===== src/rtl/alu_dispatch.sv =====
// Issue controller for the two-stage alu: request handshake, carry select,
// result capture into an in-order response FIFO and architectural flags.
module alu_dispatch #(
  parameter int RSP_DEPTH = 4
) (
  input  logic       CLK,
  input  logic       RST,
  input  logic       REQ_VALID,
  output logic       REQ_READY,
  input  logic [7:0] REQ_LHS,
  input  logic [7:0] REQ_RHS,
  input  logic [3:0] REQ_LOGIC_OP,
  input  logic [2:0] REQ_SHIFT_OP,
  input  logic [1:0] REQ_CARRY_MODE,
  input  logic       REQ_UPDATE_FLAGS,
  output logic       RSP_VALID,
  input  logic       RSP_READY,
  output logic [7:0] RSP_RESULT,
  output logic [4:0] RSP_FLAGS,
  output logic [4:0] FLAGS,
  output logic [7:0] ALU_LHS,
  output logic [7:0] ALU_RHS,
  output logic [3:0] ALU_LOGIC_OP,
  output logic [2:0] ALU_SHIFT_OP,
  output logic [2:0] ALU_CARRY_SEL,
  input  logic [7:0] ALU_RESULT,
  input  logic       ALU_OVERFLOW,
  input  logic       ALU_NEGATIVE,
  input  logic       ALU_ZERO,
  input  logic       ALU_ARITH_CARRY,
  input  logic       ALU_LOGIC_CARRY
);

  localparam int AW = $clog2(RSP_DEPTH);
  localparam logic [AW+1:0] DEPTH_U = (AW+2)'(RSP_DEPTH);

  logic          s1_valid_q, s1_valid_d;
  logic          s1_upd_q, s1_upd_d;
  logic          s1_b2b_q, s1_b2b_d;
  logic [1:0]    s1_mode_q, s1_mode_d;
  logic          s2_valid_q, s2_valid_d;
  logic          s2_upd_q, s2_upd_d;
  logic          c_last_q, c_last_d;
  logic [4:0]    flags_q, flags_d;
  logic [AW-1:0] wr_ptr_q, wr_ptr_d;
  logic [AW-1:0] rd_ptr_q, rd_ptr_d;
  logic [AW:0]   cnt_q, cnt_d;
  logic [12:0]   mem_q [RSP_DEPTH];
  logic [12:0]   mem_d [RSP_DEPTH];

  logic [AW+1:0] used;
  logic          accept;
  logic          push;
  logic          pop;
  logic [4:0]    alu_flags;

  always_comb begin
    used = (AW+2)'(s1_valid_q) + (AW+2)'(s2_valid_q)
         + {1'b0, cnt_q};
    // Held low during reset so every output reads 0 while RST is high.
    REQ_READY = !RST && (used < DEPTH_U);
    accept    = REQ_VALID && REQ_READY;

    ALU_LHS      = accept ? REQ_LHS      : '0;
    ALU_RHS      = accept ? REQ_RHS      : '0;
    ALU_LOGIC_OP = accept ? REQ_LOGIC_OP : '0;
    ALU_SHIFT_OP = accept ? REQ_SHIFT_OP : '0;

    ALU_CARRY_SEL = 3'b000;
    if (s1_valid_q) begin
      unique case (s1_mode_q)
        2'b01:   ALU_CARRY_SEL = 3'b001;
        2'b10:   ALU_CARRY_SEL = s1_b2b_q ? 3'b010
                                          : {2'b00, c_last_q};
        default: ALU_CARRY_SEL = 3'b000;
      endcase
    end

    alu_flags = {ALU_OVERFLOW, ALU_NEGATIVE, ALU_ZERO,
                 ALU_ARITH_CARRY, ALU_LOGIC_CARRY};

    push      = s2_valid_q;
    RSP_VALID = (cnt_q != '0);
    pop       = RSP_VALID && RSP_READY;

    RSP_RESULT = RSP_VALID ? mem_q[rd_ptr_q][12:5] : '0;
    RSP_FLAGS  = RSP_VALID ? mem_q[rd_ptr_q][4:0]  : '0;
    FLAGS      = flags_q;
  end

  always_comb begin
    s1_valid_d = accept;
    s1_upd_d   = accept && REQ_UPDATE_FLAGS;
    s1_mode_d  = accept ? REQ_CARRY_MODE : 2'b00;
    // Predecessor accepted last cycle is sitting in S1 right now.
    s1_b2b_d   = accept && s1_valid_q;
    s2_valid_d = s1_valid_q;
    s2_upd_d   = s1_upd_q;

    c_last_d = c_last_q;
    flags_d  = flags_q;
    if (push) begin
      c_last_d = ALU_ARITH_CARRY;
      if (s2_upd_q) flags_d = alu_flags;
    end

    mem_d = mem_q;
    if (push) mem_d[wr_ptr_q] = {ALU_RESULT, alu_flags};

    wr_ptr_d = push ? wr_ptr_q + AW'(1) : wr_ptr_q;
    rd_ptr_d = pop  ? rd_ptr_q + AW'(1) : rd_ptr_q;
    cnt_d    = cnt_q + (AW+1)'(push) - (AW+1)'(pop);
  end

  always_ff @(posedge CLK or posedge RST) begin
    if (RST) begin
      s1_valid_q <= 1'b0;
      s1_upd_q   <= 1'b0;
      s1_b2b_q   <= 1'b0;
      s1_mode_q  <= 2'b00;
      s2_valid_q <= 1'b0;
      s2_upd_q   <= 1'b0;
      c_last_q   <= 1'b0;
      flags_q    <= '0;
      wr_ptr_q   <= '0;
      rd_ptr_q   <= '0;
      cnt_q      <= '0;
      for (int i = 0; i < RSP_DEPTH; i++) mem_q[i] <= '0;
    end else begin
      s1_valid_q <= s1_valid_d;
      s1_upd_q   <= s1_upd_d;
      s1_b2b_q   <= s1_b2b_d;
      s1_mode_q  <= s1_mode_d;
      s2_valid_q <= s2_valid_d;
      s2_upd_q   <= s2_upd_d;
      c_last_q   <= c_last_d;
      flags_q    <= flags_d;
      wr_ptr_q   <= wr_ptr_d;
      rd_ptr_q   <= rd_ptr_d;
      cnt_q      <= cnt_d;
      mem_q      <= mem_d;
    end
  end

endmodule

===== config.mk =====
export PLATFORM = sky130hd
export DESIGN_NAME = alu_dispatch
export DESIGN_NICKNAME = d
export VERILOG_FILES = /design/src/rtl/alu_dispatch.sv
export SDC_FILE = /design/constraint.sdc
export NUM_CORES = 1
export LEC_CHECK = 0
export ABC_CLOCK_PERIOD_IN_PS = 2400
export BUFFER_PORTS_ARGS = -buffer_cell sky130_fd_sc_hd__clkbuf_2
export CAP_MARGIN = 20
export CORE_MARGIN = 2
export CORE_UTILIZATION = 45
export CTS_CLUSTER_SIZE = 8
export DETAILED_ROUTE_END_ITERATION = 8
export PLACE_DENSITY = 0.79
export SYNTH_ARGS = -nofsm -noshare
export SYNTH_HDL_FRONTEND = slang
export SYNTH_SLANG_ARGS = --single-unit

===== constraint.sdc =====
create_clock -name CLK -period 2.4 [get_ports CLK]
set_input_delay 0.12 -clock CLK [delete_from_list [all_inputs] [get_ports CLK]]
set_output_delay 0.12 -clock CLK [all_outputs]
set_load 0.05 [all_outputs]

==> impl_results.md <==
* Status: finished clean
* Final Cell Area at approximately 4300 sq um
* First-pass GRT wire length at ~12 mm
* Switch share at roughly 44%
* Yosys warning count at 0
* FF-to-FF Start: cnt_q[1]$_DFF_PP0_
* Sequential share of power at 33.9%
* Worst path arrival time at ~2100 ps
* Synth Area per Inst at approximately 13 sq um
* Slew @ Worst Pin at around 770 ps
* # DRC at 0
* Count of final setup violators at 0
* H-tree level count at 3
* Initial Util at a little under half
* Worst vdd ir at 0.711 mV
* Hold Path Sink: mem_q[7]$_DFFE_PP0P_
* Synthesized cell area at approximately 3600 sq um
* Wirelength per Cell at roughly 15 um
* Max Cap Viol at 0
* Area Growth Syn to Fin at 20.7%
* Total wire length at 7.09 mm
* Die H at about 93 um
* Final cell count without fillers at approximately 470
* Crit Path Category: register to output port
* Slew margin rel. at about half
* # clock sinks at just over 70
* Final TNS setup at 0 ps
* Routability Congestion at approximately 0.70
* Maximum clock rate at ~450 MHz
* Skew-Pair Late Insertion Delay at between 300 and 400 ps
* Grt ovf at 0
* Critical Path RT at between 2000 and 2500 ps
* Crit path time final at about 2200 ps
* Max Clock Skew at about 6.3 ps
* Die width at 93.5 um
* Max-slew violations at 0
* Largest net degree at the start of global routing at 38
* Seq/Total Area, Yosys at between 50% and 60%
* Post-synth top flop: dfrtp_1
* Placed insts at about 450
* Drt first pass iters at 4
* Routed vias at ~2,400
* Die Area at around 8700 sq um
* Crit. End Element: output port
* Cts bufs inserted at 9
* Core area at 7730 sq um
* Vias in the first global route at roughly 2,500
* Reg-to-reg slack, setup at roughly 250 ps
* Top Ports at around 90
* Syn nets at around 330
* Clock Tree Root: clkbuf_8
* Detail Route Antenna Nets at 0
* I/O Buffers at 87
* Flops & latches, synth at slightly above 70
* Final HPWL DP at a little over 5 mm
* Tcrit/Tclk final at between 90% and 100%
* Crit path launch type: register
* CTS tree: yes
* Clock slew at reported path FFs at 70 ps
* Final antenna diode count at 0
* Via/cell ratio at around 5.2
* Hold Path Stages at 2
* Mapped Cells at between 200 and 300
* Crit-path max FO at 29
* Int Pwr at ~3500 uW
* Global Route Usage Sum at between 10% and 20%
* Combinational share of power at between 50% and 60%
* Share of layout cells above drive strength 1 at 49.2%
* DP Area at 4140 sq um
* Net Sw Power at 2780 uW
* Clock share of power at approximately 13%
* Initial antenna violation count at 0
* FP Rows at 32
* RSZ-0062 raised after global routing: false
* 1st-iter DRT viols at 87
* Power density cells at approximately 1400 nW/um^2
* Critical R2R Capture: cnt_q[2]$_DFF_PP0_
* Depth of the worst register-to-register path at 8
* CTS Buffer Depth at 2
* Worst min-delay path class: input pin to register
* Final-report hold violation count at 0
* Pleak at between 0.002 and 0.0025 uW
* Async SR Flop Fraction at 100%
* Hold path start: ALU_RESULT[2]
* EDFF count, synth at 0
* Final nets at 421
* Synth unique cells at 29
-- logic make-up after synthesis --
kind of cell / Yosys count / synth area share (%)
compound gates: 4 / 0.695
xor+xnor: 4 / 0.973
fa+ha+maj: 11 / 4.03
buf+inv: 31 / 4.73
flops: 72 / 50.0
mux: 71 / 27.1
other cells: 1 / 0.104
simple gates: 83 / 12.3
-- metal layers --
metal / track usage [%] / vias to the layer above / wire [um]
li1: - / 1154 / -
met1: 20.3 / 1185 / 2840
met2: 31.2 / 91 / 3680
met3: 5.24 / 9 / 462
met4: 5.51 / 0 / 108
met5: 0 / - / 0
-- worst max-delay path: stages, from the launching register on --
cell and delay (ps):
dfrtp_1 420, ha_1 320, a21oi_2 70, o31a_1 290
buf_12 180, nor3_1 180, clkbuf_2 310
-- stage by stage --
step	total power [uW]	hold slack [ps]	util [%]	worst slack, ps
6_report	6290	56.8	56.3	172
5_1_grt	6690	39.3	56.3	48.2
4_1_cts	6360	37.9	56.1	53.6
3_5_place_dp	5550	326	53.6	242
3_3_place_gp	5400	325	53.6	289
2_1_floorplan	4830	232	-	13.0
-- what timing repair did --
item / CTS / global route
endpoints found under the hold margin: 39 / 0
hold buffers: 4 / 0
buffers inserted: 0 / 0
resized for setup: 0 / 13
endpoints found under the setup margin: 0 / 24
-- synthesized netlist by cell type, types with 5 or more instances --
cell type	count	area, sq um
dfrtp_1	72	1800
mux2_2	58	653
nand2_1	33	124
nor3_1	20	100
and2_1	14	87.6
inv_1	11	41.3
ha_1	10	125
buf_2	9	45.0
nor3_2	9	90.1
mux4_1	8	210
clkbuf_1	5	18.8
mux4_2	5	113
-- registers in the layout, indices dropped and copies added (netlist names), 2 cells and up --
name / count
FLAGS: 5
wr_ptr_q: 2
mem_q: 52
rd_ptr_q: 2
cnt_q: 3
s1_mode_q: 2
-- worst max path at each step --
stage | startpoint | endpoint | depth (start not counted)
final | s1_valid_q$_DFF_PP0_ | ALU_RHS[2] | 6
after global routing | s1_valid_q$_DFF_PP0_ | ALU_LOGIC_OP[3] | 6
after CTS | s1_valid_q$_DFF_PP0_ | ALU_LHS[2] | 6
after detailed placement | cnt_q[1]$_DFF_PP0_ | cnt_q[2]$_DFF_PP0_ | 8
after global placement | cnt_q[1]$_DFF_PP0_ | cnt_q[2]$_DFF_PP0_ | 8
after floorplan | s1_valid_q$_DFF_PP0_ | ALU_LHS[1] | 5
-- power by group through the flow --
stage | logic, uW | registers [uW] | clock network [uW]
after floorplan | 2670 | 2160 | 0
after global placement | 3300 | 2100 | 0
after detailed placement | 3390 | 2160 | 0
after CTS | 3400 | 2140 | 819
after global routing | 3620 | 2200 | 865
final | 3370 | 2130 | 790
-- area by class of cell --
class | count | area, sq um
fill | 640 | 3380
sequential | 72 | 1800
multi-input combinational | 174 | 1640
timing repair buffer | 99 | 581
clock buffer | 13 | 149
tap | 102 | 128
inverter | 11 | 41.3
clock inverter | 1 | 5.00
-- cells in the final DEF (no fill, tap or decap), types with 3 or more instances in the layout --
cell type       n
clkbuf_2       78
dfrtp_1        72
mux2_2         58
nand2_1        33
nor3_1         18
and2_1         14
nor3_2         11
inv_1          10
ha_1           10
clkbuf_8       10
mux4_1          8
buf_2           6
mux4_2          5
buf_4           5
dlygate4sd3_1   4
xor2_1          3
clkbuf_1        3
clkbuf_4        3
buf_12          3
Note: power is estimated with default switching activity, not from simulation.
